**src/rtl/dcache_pkg.sv**
```systemverilog
// Shared constants and the cacheability rule for the data cache.
package dcache_pkg;

    localparam logic        HIT            = 1'b1;
    localparam logic        MISS           = 1'b0;
    localparam int          DCACHE_IDX_W   = 6;
    localparam logic [31:0] DCACHE_IO_BASE = 32'h0003_0000;
    localparam logic [31:0] ZERO_WORD      = 32'h0000_0000;
    localparam logic        WRITE_ENABLE   = 1'b1;

    // Word-aligned, nonzero, and below the memory-mapped I/O window.
    function automatic logic is_cacheable(input logic [31:0] addr,
                                          input logic [31:0] io_base);
        return (addr[1:0] == 2'b00) && (addr != 32'h0) && (addr < io_base);
    endfunction

endpackage

```
**src/rtl/dcache_line_store.sv**
```systemverilog
// Valid/tag/data arrays: one write port (fill, snoop clear, reset clear) and one read port.
module dcache_line_store
    import dcache_pkg::*;
#(
    parameter int NUM_LINES = 64,
    parameter int IDX_W     = $clog2(NUM_LINES),
    parameter int TAG_W     = 30 - IDX_W
) (
    input  logic             clk,
    input  logic             rst,
    input  logic             fill_en_i,
    input  logic [IDX_W-1:0] fill_idx_i,
    input  logic [TAG_W-1:0] fill_tag_i,
    input  logic [31:0]      fill_data_i,
    input  logic             snoop_en_i,
    input  logic [IDX_W-1:0] snoop_idx_i,
    input  logic [TAG_W-1:0] snoop_tag_i,
    input  logic [IDX_W-1:0] rd_idx_i,
    output logic             rd_valid_o,
    output logic [TAG_W-1:0] rd_tag_o,
    output logic [31:0]      rd_data_o
);

    logic [NUM_LINES-1:0] valid_q;
    logic [NUM_LINES-1:0] valid_d;
    logic [TAG_W-1:0]     tag_q  [NUM_LINES];
    logic [31:0]          data_q [NUM_LINES];
    logic                 snoop_match;

    assign snoop_match = snoop_en_i && valid_q[snoop_idx_i] &&
                         (tag_q[snoop_idx_i] == snoop_tag_i);

    // The fill is applied after the snoop clear so a same-index fill wins.
    always_comb begin
        valid_d = valid_q;
        if (snoop_match) valid_d[snoop_idx_i] = 1'b0;
        if (fill_en_i)   valid_d[fill_idx_i]  = 1'b1;
    end

    always_ff @(posedge clk) begin
        if (rst) valid_q <= '0;
        else     valid_q <= valid_d;
    end

    // NOTE: tag/data need no reset; a line is only read through its valid bit.
    always_ff @(posedge clk) begin
        if (!rst && fill_en_i) begin
            tag_q[fill_idx_i]  <= fill_tag_i;
            data_q[fill_idx_i] <= fill_data_i;
        end
    end

    assign rd_valid_o = valid_q[rd_idx_i];
    assign rd_tag_o   = tag_q[rd_idx_i];
    assign rd_data_o  = data_q[rd_idx_i];

endmodule

```
**src/rtl/dcache.sv**
```systemverilog
// Direct-mapped write-through word cache for the MEM stage, with byte-store snoop invalidation.
module dcache
    import dcache_pkg::*;
#(
    parameter int          NUM_LINES = 64,
    parameter logic [31:0] IO_BASE   = DCACHE_IO_BASE
) (
    input  logic        clk,
    input  logic        rst,
    input  logic        we_i,
    input  logic [31:0] waddr_i,
    input  logic [31:0] wdata_i,
    input  logic [31:0] raddr_i,
    input  logic        snoop_wr_i,
    input  logic [31:0] snoop_a_i,
    output logic        hit_o,
    output logic [31:0] data_o
);

    localparam int IDX_W = $clog2(NUM_LINES);
    localparam int TAG_W = 30 - IDX_W;

    logic             fill_en;
    logic             rd_valid;
    logic [TAG_W-1:0] rd_tag;
    logic [31:0]      rd_data;
    logic             lookup_hit;

    assign fill_en = (we_i == WRITE_ENABLE) && is_cacheable(waddr_i, IO_BASE);

    // Snoop uses the word containing the byte; only cacheable lines can ever match.
    dcache_line_store #(
        .NUM_LINES (NUM_LINES),
        .IDX_W     (IDX_W),
        .TAG_W     (TAG_W)
    ) u_line_store (
        .clk         (clk),
        .rst         (rst),
        .fill_en_i   (fill_en),
        .fill_idx_i  (waddr_i[IDX_W+1:2]),
        .fill_tag_i  (waddr_i[31:IDX_W+2]),
        .fill_data_i (wdata_i),
        .snoop_en_i  (snoop_wr_i),
        .snoop_idx_i (snoop_a_i[IDX_W+1:2]),
        .snoop_tag_i (snoop_a_i[31:IDX_W+2]),
        .rd_idx_i    (raddr_i[IDX_W+1:2]),
        .rd_valid_o  (rd_valid),
        .rd_tag_o    (rd_tag),
        .rd_data_o   (rd_data)
    );

    // Reset gating keeps the outputs quiet before the valid bits clear at the reset edge.
    assign lookup_hit = !rst && is_cacheable(raddr_i, IO_BASE) && rd_valid &&
                        (rd_tag == raddr_i[31:IDX_W+2]);

    assign hit_o  = lookup_hit ? HIT : MISS;
    assign data_o = lookup_hit ? rd_data : ZERO_WORD;

endmodule

```
**config.mk**
```make
export PLATFORM = sky130hd
export DESIGN_NAME = dcache
export DESIGN_NICKNAME = d
export VERILOG_FILES = /design/src/rtl/dcache_pkg.sv /design/src/rtl/dcache_line_store.sv /design/src/rtl/dcache.sv
export SDC_FILE = /design/constraint.sdc
export NUM_CORES = 2
export LEC_CHECK = 0
export BUFFER_PORTS_ARGS = -buffer_cell sky130_fd_sc_hd__buf_2
export CORE_MARGIN = 1.5
export CORE_UTILIZATION = 40
export CTS_CLUSTER_DIAMETER = 120
export DETAILED_ROUTE_END_ITERATION = 6
export MAX_ROUTING_LAYER = met4
export SLEW_MARGIN = 20
export SYNTH_ARGS = -nofsm -noshare
export SYNTH_HDL_FRONTEND = slang
export SYNTH_SLANG_ARGS = --single-unit
```
**constraint.sdc**
```tcl
create_clock -name clk -period 5.9 [get_ports clk]
set_input_delay 1.18 -clock clk [delete_from_list [all_inputs] [get_ports clk]]
set_output_delay 1.18 -clock clk [all_outputs]
set_load 0.005 [all_outputs]
```
Word-level counts from Yosys, hierarchy flattened
Memory sizes are Yosys's and may differ from the RTL's.
Index checks and enable logic that the tools add are counted.
W data, S select, Z words.
{"block": "word_totals", "ramBits": 3584, "input_bits": 132, "output_inout_bits": 33, "word_cells": 47, "mem_count": 2, "regBits": 64}
{"memory": "u_line_store.data_q", "depth": 64, "width": 32, "read_ports": 1, "rd_ports_with_merged_regs": 0, "write_ports": 1, "line": "dcache_line_store.sv:27", "source": "logic [31:0] data_q [NUM_LINES];"}
{"memory": "u_line_store.tag_q", "depth": 64, "width": 24, "read_ports": 2, "rd_ports_with_merged_regs": 0, "write_ports": 1, "line": "dcache_line_store.sv:26", "source": "logic [TAG_W-1:0] tag_q [NUM_LINES];"}
{"block": "classes", "n_reduce_logical": 18, "eq_ne": 2, "n_lt_le_gt_ge": 7, "mux": 14, "bitwise_logic": 3}
{"op": "$mux W64", "n": 2}
{"op": "$and A64 B64 Y64", "n": 1}
{"op": "$lt A32 B18 Y1 const B", "n": 2}
{"op": "$not A64 Y64", "n": 1}
{"op": "$or A64 B64 Y64", "n": 1}
{"op": "$reduce_bool A32 Y1", "n": 2}
{"op": "$eq A24 B24 Y1", "n": 2}
{"op": "$mux W32", "n": 1}
{"op": "$lt A6 B7 Y1 const B", "n": 3}
{"op": "$logic_and A1 B1 Y1", "n": 13}
{"op": "$bmux W1 S6", "n": 2}
{"op": "$demux W1 S6", "n": 2}
{"op": "$ge A6 B1 Y1 const B", "n": 2}
{"op": "$mux W1", "n": 7}
{"op": "$logic_not A2 Y1", "n": 2}
{"op": "$logic_not A1 Y1", "n": 1}

Logic depth before layout (Yosys ltp)
{"block": "depth", "word_depth": 9, "mapped_depth": 17, "depth_no_buf": 9}

Cells and area by module
From an unflattened synthesis, not the netlist that was laid out.
{"block": "unflattened", "cells_unflattened": 6989, "hier_area_um2": 153169.4}
{"module": "dcache_line_store", "seq_area_each_um2": 108904.4, "area_each_um2": 152198.5, "cells_per_inst": 6896, "n_inst": 1}
{"module": "dcache", "seq_area_each_um2": 0.0, "area_each_um2": 970.9, "cells_per_inst": 93, "n_inst": 1}

Least setup slack after synthesis
Ideal clock, no wire load.
{"block": "synth_path", "kind": "in2out", "start": "input raddr_i[5]", "end": "output data_o[10]", "t_required_ps": 4720, "path_buffers": 4, "path_slack_ps": 214, "t_arrival_ps": 4506, "cell_stages": 11, "path_cell_list": "clkbuf_1 -> clkbuf_1 -> buf_1 -> mux4_2 -> mux4_2 -> xor2_1 -> nor4_1 -> nand4_1 -> nand4b_2 -> buf_2 -> a211oi_2"}
{"block": "synth_between", "elab_chain_len": 7, "elab_cells_between_ends": 13, "classes_between": "order compare (1); eq/ne (1); mux (3); reduce/logical (6); memory (2)"}
{"item": "start, declared", "line": "dcache.sv:13", "source": "input logic [31:0] raddr_i,"}
{"item": "parallel branches: the longest is 6 deep, another holds $mem_v2 Z64 W24"}
{"item": "$mux W32 (*)", "line": "dcache.sv:57", "source": "assign data_o = lookup_hit ? rd_data : ZERO_WORD;"}
{"item": "end, declared", "line": "dcache.sv:17", "source": "output logic [31:0] data_o"}
Every way passes the cells marked *. The select of a mux whose other input is x is not followed.

Worst setup path in the final report
{"block": "layout_path", "start": "input raddr_i[3]", "end": "output data_o[10]"}
Same word-level chain as after synthesis.

==> impl_metrics.env <==
export IMPL_rrSetupSlack_ps=1760
export IMPL_placed_area_mm2=0.166
export IMPL_rsz0062_at_grt="true"
export IMPL_reg2regPathDepth=14
export IMPL_ant_nets=0
export IMPL_clk_latency_ps=1010
export IMPL_seq_area_frac_synth_pct=70.9
export IMPL_grt_antenna_before_repair=41
export IMPL_grt_use_total_pct=27.9
export IMPL_grt_start_max_net_pins=101
export IMPL_p_switching_w=0.0124
export IMPL_rows=227
export IMPL_slew_headroom_pct=16.3
export IMPL_setup_slack_ps=-534
export IMPL_p_seq_share_pct=51.1
export IMPL_syn_cell_area_mm2=0.154
export IMPL_die_x_um=623
export IMPL_synth_cell_types=71
export IMPL_syn_nets=7255
export IMPL_cts_root_buf="clkbuf_16"
export IMPL_numCtsBuffers=381
export IMPL_core_mm2=0.382
export IMPL_postSynthCellCount=7123
export IMPL_period_share_pct=109
export IMPL_place_congestion=0.961
export IMPL_violations="DRC, setup timing"
export IMPL_clockBufferDepth=4
export IMPL_yosysWarnings=0
export IMPL_synthTopCellsByArea="edfxtp_1 (70%), mux4_2 (20%), mux2i_1 (1.1%)"
export IMPL_p_int_w=0.0433
export IMPL_ir_drop_uv=237
export IMPL_powerDensity_mw_per_mm2=311
export IMPL_worstSetupStartpointType="primary input"
export IMPL_crit_type="in2out"
export IMPL_synthFlopType="edfxtp_1"
export IMPL_worstHoldPathType="reg2reg"
export IMPL_dp_slack_ps=-823
export IMPL_fmax_mhz=155
export IMPL_yosysMostFrequentCell="edfxtp_1"
export IMPL_critPathRequiredTime_ps=4720
export IMPL_yosysTopAreaCellShare_pct=70.1
export IMPL_critPathMaxFanout=39
export IMPL_synthTopCellsByCount="edfxtp_1 (3,584), mux4_2 (1,363), clkbuf_1 (225), a22oi_1 (193), buf_2 (183)"
export IMPL_cts_sinks=3648
export IMPL_grt_overflow_total=0
export IMPL_power_w=0.0557
export IMPL_clockPowerShare_pct=42.4
export IMPL_static_leakage_power_nw=56.1
export IMPL_grt_pass1_wl_um=724000
export IMPL_postCtsHoldBufs=0
export IMPL_min_period_ps=6430
export IMPL_crit_end="data_o[10]"
export IMPL_multiInputGateArea_mm2=0.0422
export IMPL_wire_per_inst_um=40.7
export IMPL_design_area_mm2=0.179
export IMPL_power_frac_comb_pct=6.5
export IMPL_status="finished with violations"
export IMPL_final_hold_violation_count=0
export IMPL_critPathArrivalTime_ps=5250
export IMPL_routed_via_density=6.65
export IMPL_vias=87300
export IMPL_worstMarginPinSlew_ps=1250
export IMPL_dr_pass1_iters=7
export IMPL_syn_avg_cell_area_um2=21.6
export IMPL_regArea_mm2=0.109
export IMPL_ioPinCount=165
export IMPL_drc=1
export IMPL_ys_seq_elements=3648
export IMPL_swShare_pct=22.2
export IMPL_drv_slew=0
export IMPL_drt_wl_total_um=534000
export IMPL_end_kind="primary output"
export IMPL_timing_rr_end="u_line_store.valid_q[39]"
export IMPL_hold_depth=2
export IMPL_yosysTopAreaCell="edfxtp_1"
export IMPL_port_buffer_count=162
export IMPL_finClkSkew_ps=87.3
export IMPL_cts_tree="yes"
export IMPL_critPathLaunch="raddr_i[3]"
export IMPL_final_core_util_pct=46.8
export IMPL_die_h_um=623
export IMPL_final_nets=7882
export IMPL_drive_above_1_share_pct=35.8
export IMPL_whs_ps=518
export IMPL_path_clk_slew_ps=60
export IMPL_synth_edf_count=3584
export IMPL_maxCapViolCount=0
export IMPL_htreeDepth=5
export IMPL_ys_async_sr_fraction_pct=0
export IMPL_grt_pass1_vias=85400
export IMPL_die_area_mm2=0.388
export IMPL_nFillCells=31400
export IMPL_start_util_pct=40.2
export IMPL_finalSetupViolCount=33
export IMPL_syn_to_final_growth_pct=16.4
export IMPL_dp_hpwl_um=322000
export IMPL_drt_iter0_markers=14300
export IMPL_regToRegStartpoint="u_line_store.tag_q[61][10]"
## timing repair
item | CTS | global route
gates cloned | 4 | 1
pin swaps | 6 | 4
setup buffers | 16 | 2
endpoints found under the setup margin | 33 | 33
gates resized for setup | 39 | 14
## layer usage
| metal | up-vias | track usage, % | part of all wire, % |
|---|---|---|---|
| met5 | - | - | 0 |
| met4 | 0 | 13.3 | 5.9 |
| met3 | 1377 | 6.80 | 12 |
| met2 | 6490 | 40.6 | 45 |
| met1 | 47000 | 37.0 | 37 |
| li1 | 32400 | - | - |
## metrics by stage
step	TNS (ps)	std cells
2_1_floorplan	0	7123
3_3_place_gp	-23690	12400
3_5_place_dp	-23590	12400
4_1_cts	-13920	13100
5_1_grt	-17090	13100
6_report	-15040	13100
## power by group through the flow
stage	Combinational [W]	Clock, W	Sequential (W)
detailed placement	0.00352	0	0.0290
global route	0.00375	0.0248	0.0284
global placement	0.00348	0	0.0290
floorplan	0.00196	0	0.0290
CTS	0.00357	0.0239	0.0284
finish	0.00363	0.0236	0.0284
## layout make-up
| type | count | share of cell area [%] |
|---|---|---|
| Inverter | 74 | 0.345 |
| Clock inverter | 240 | 1.20 |
| Tap cell | 5038 | 3.52 |
| Clock buffer | 456 | 5.56 |
| Sequential cell | 3648 | 60.9 |
| Antenna cell | 25 | 0.0350 |
| Multi-Input combinational cell | 2877 | 23.6 |
| Timing Repair Buffer | 768 | 4.84 |
## state kept, by name, summed over array words and instances (netlist names)
name,count
u_line_store.valid_q,64
u_line_store.data_q,2048
u_line_store.tag_q,1536
## logic make-up (layout without fill, tap and decap cells)
logic type      Yosys count  after routing  share of synthesized area (%)
flops                  3648           3648                           70.9
mux                    1629           1629                           21.8
compound gates          656            656                           3.28
buf+inv                 598           1538                           1.84
simple gates            549            549                           1.93
xor+xnor                 43             43                          0.245
other cells               0             25                              0
## cell usage in the layout, fill, tap and decap left out, drive strengths merged, types with 54 or more instances in the layout
cell and count:
o22ai 54, nand2b 76, nand3 84, clkinv 185, a22oi 193, buf 766
nand2 127, nor3 79, a221oi 155, mux4 1363, dfxtp 64, edfxtp 3584
clkbuf 457, mux2 94, inv 90, mux2i 172
## how the worst min path moves through the flow
stage                             startpoint                        to
floorplan           u_line_store.valid_q[55]  u_line_store.valid_q[55]
global placement    u_line_store.valid_q[20]  u_line_store.valid_q[20]
detailed placement  u_line_store.valid_q[13]  u_line_store.valid_q[13]
CTS                 u_line_store.valid_q[13]  u_line_store.valid_q[13]
global route        u_line_store.valid_q[13]  u_line_store.valid_q[13]
finish              u_line_store.valid_q[43]  u_line_store.valid_q[43]
## worst max-delay path, stage by stage
cell and delay, ps:
buf_8 250, buf_12 280, mux4_2 360, mux4_2 530, mux4_2 610, xor2_2 200
nor4_4 330, nand4_1 210, nand4b_4 390, buf_12 270, buf_12 140, a211oi_4 230
buf_2 150
Power figures use the tool's default switching activity.
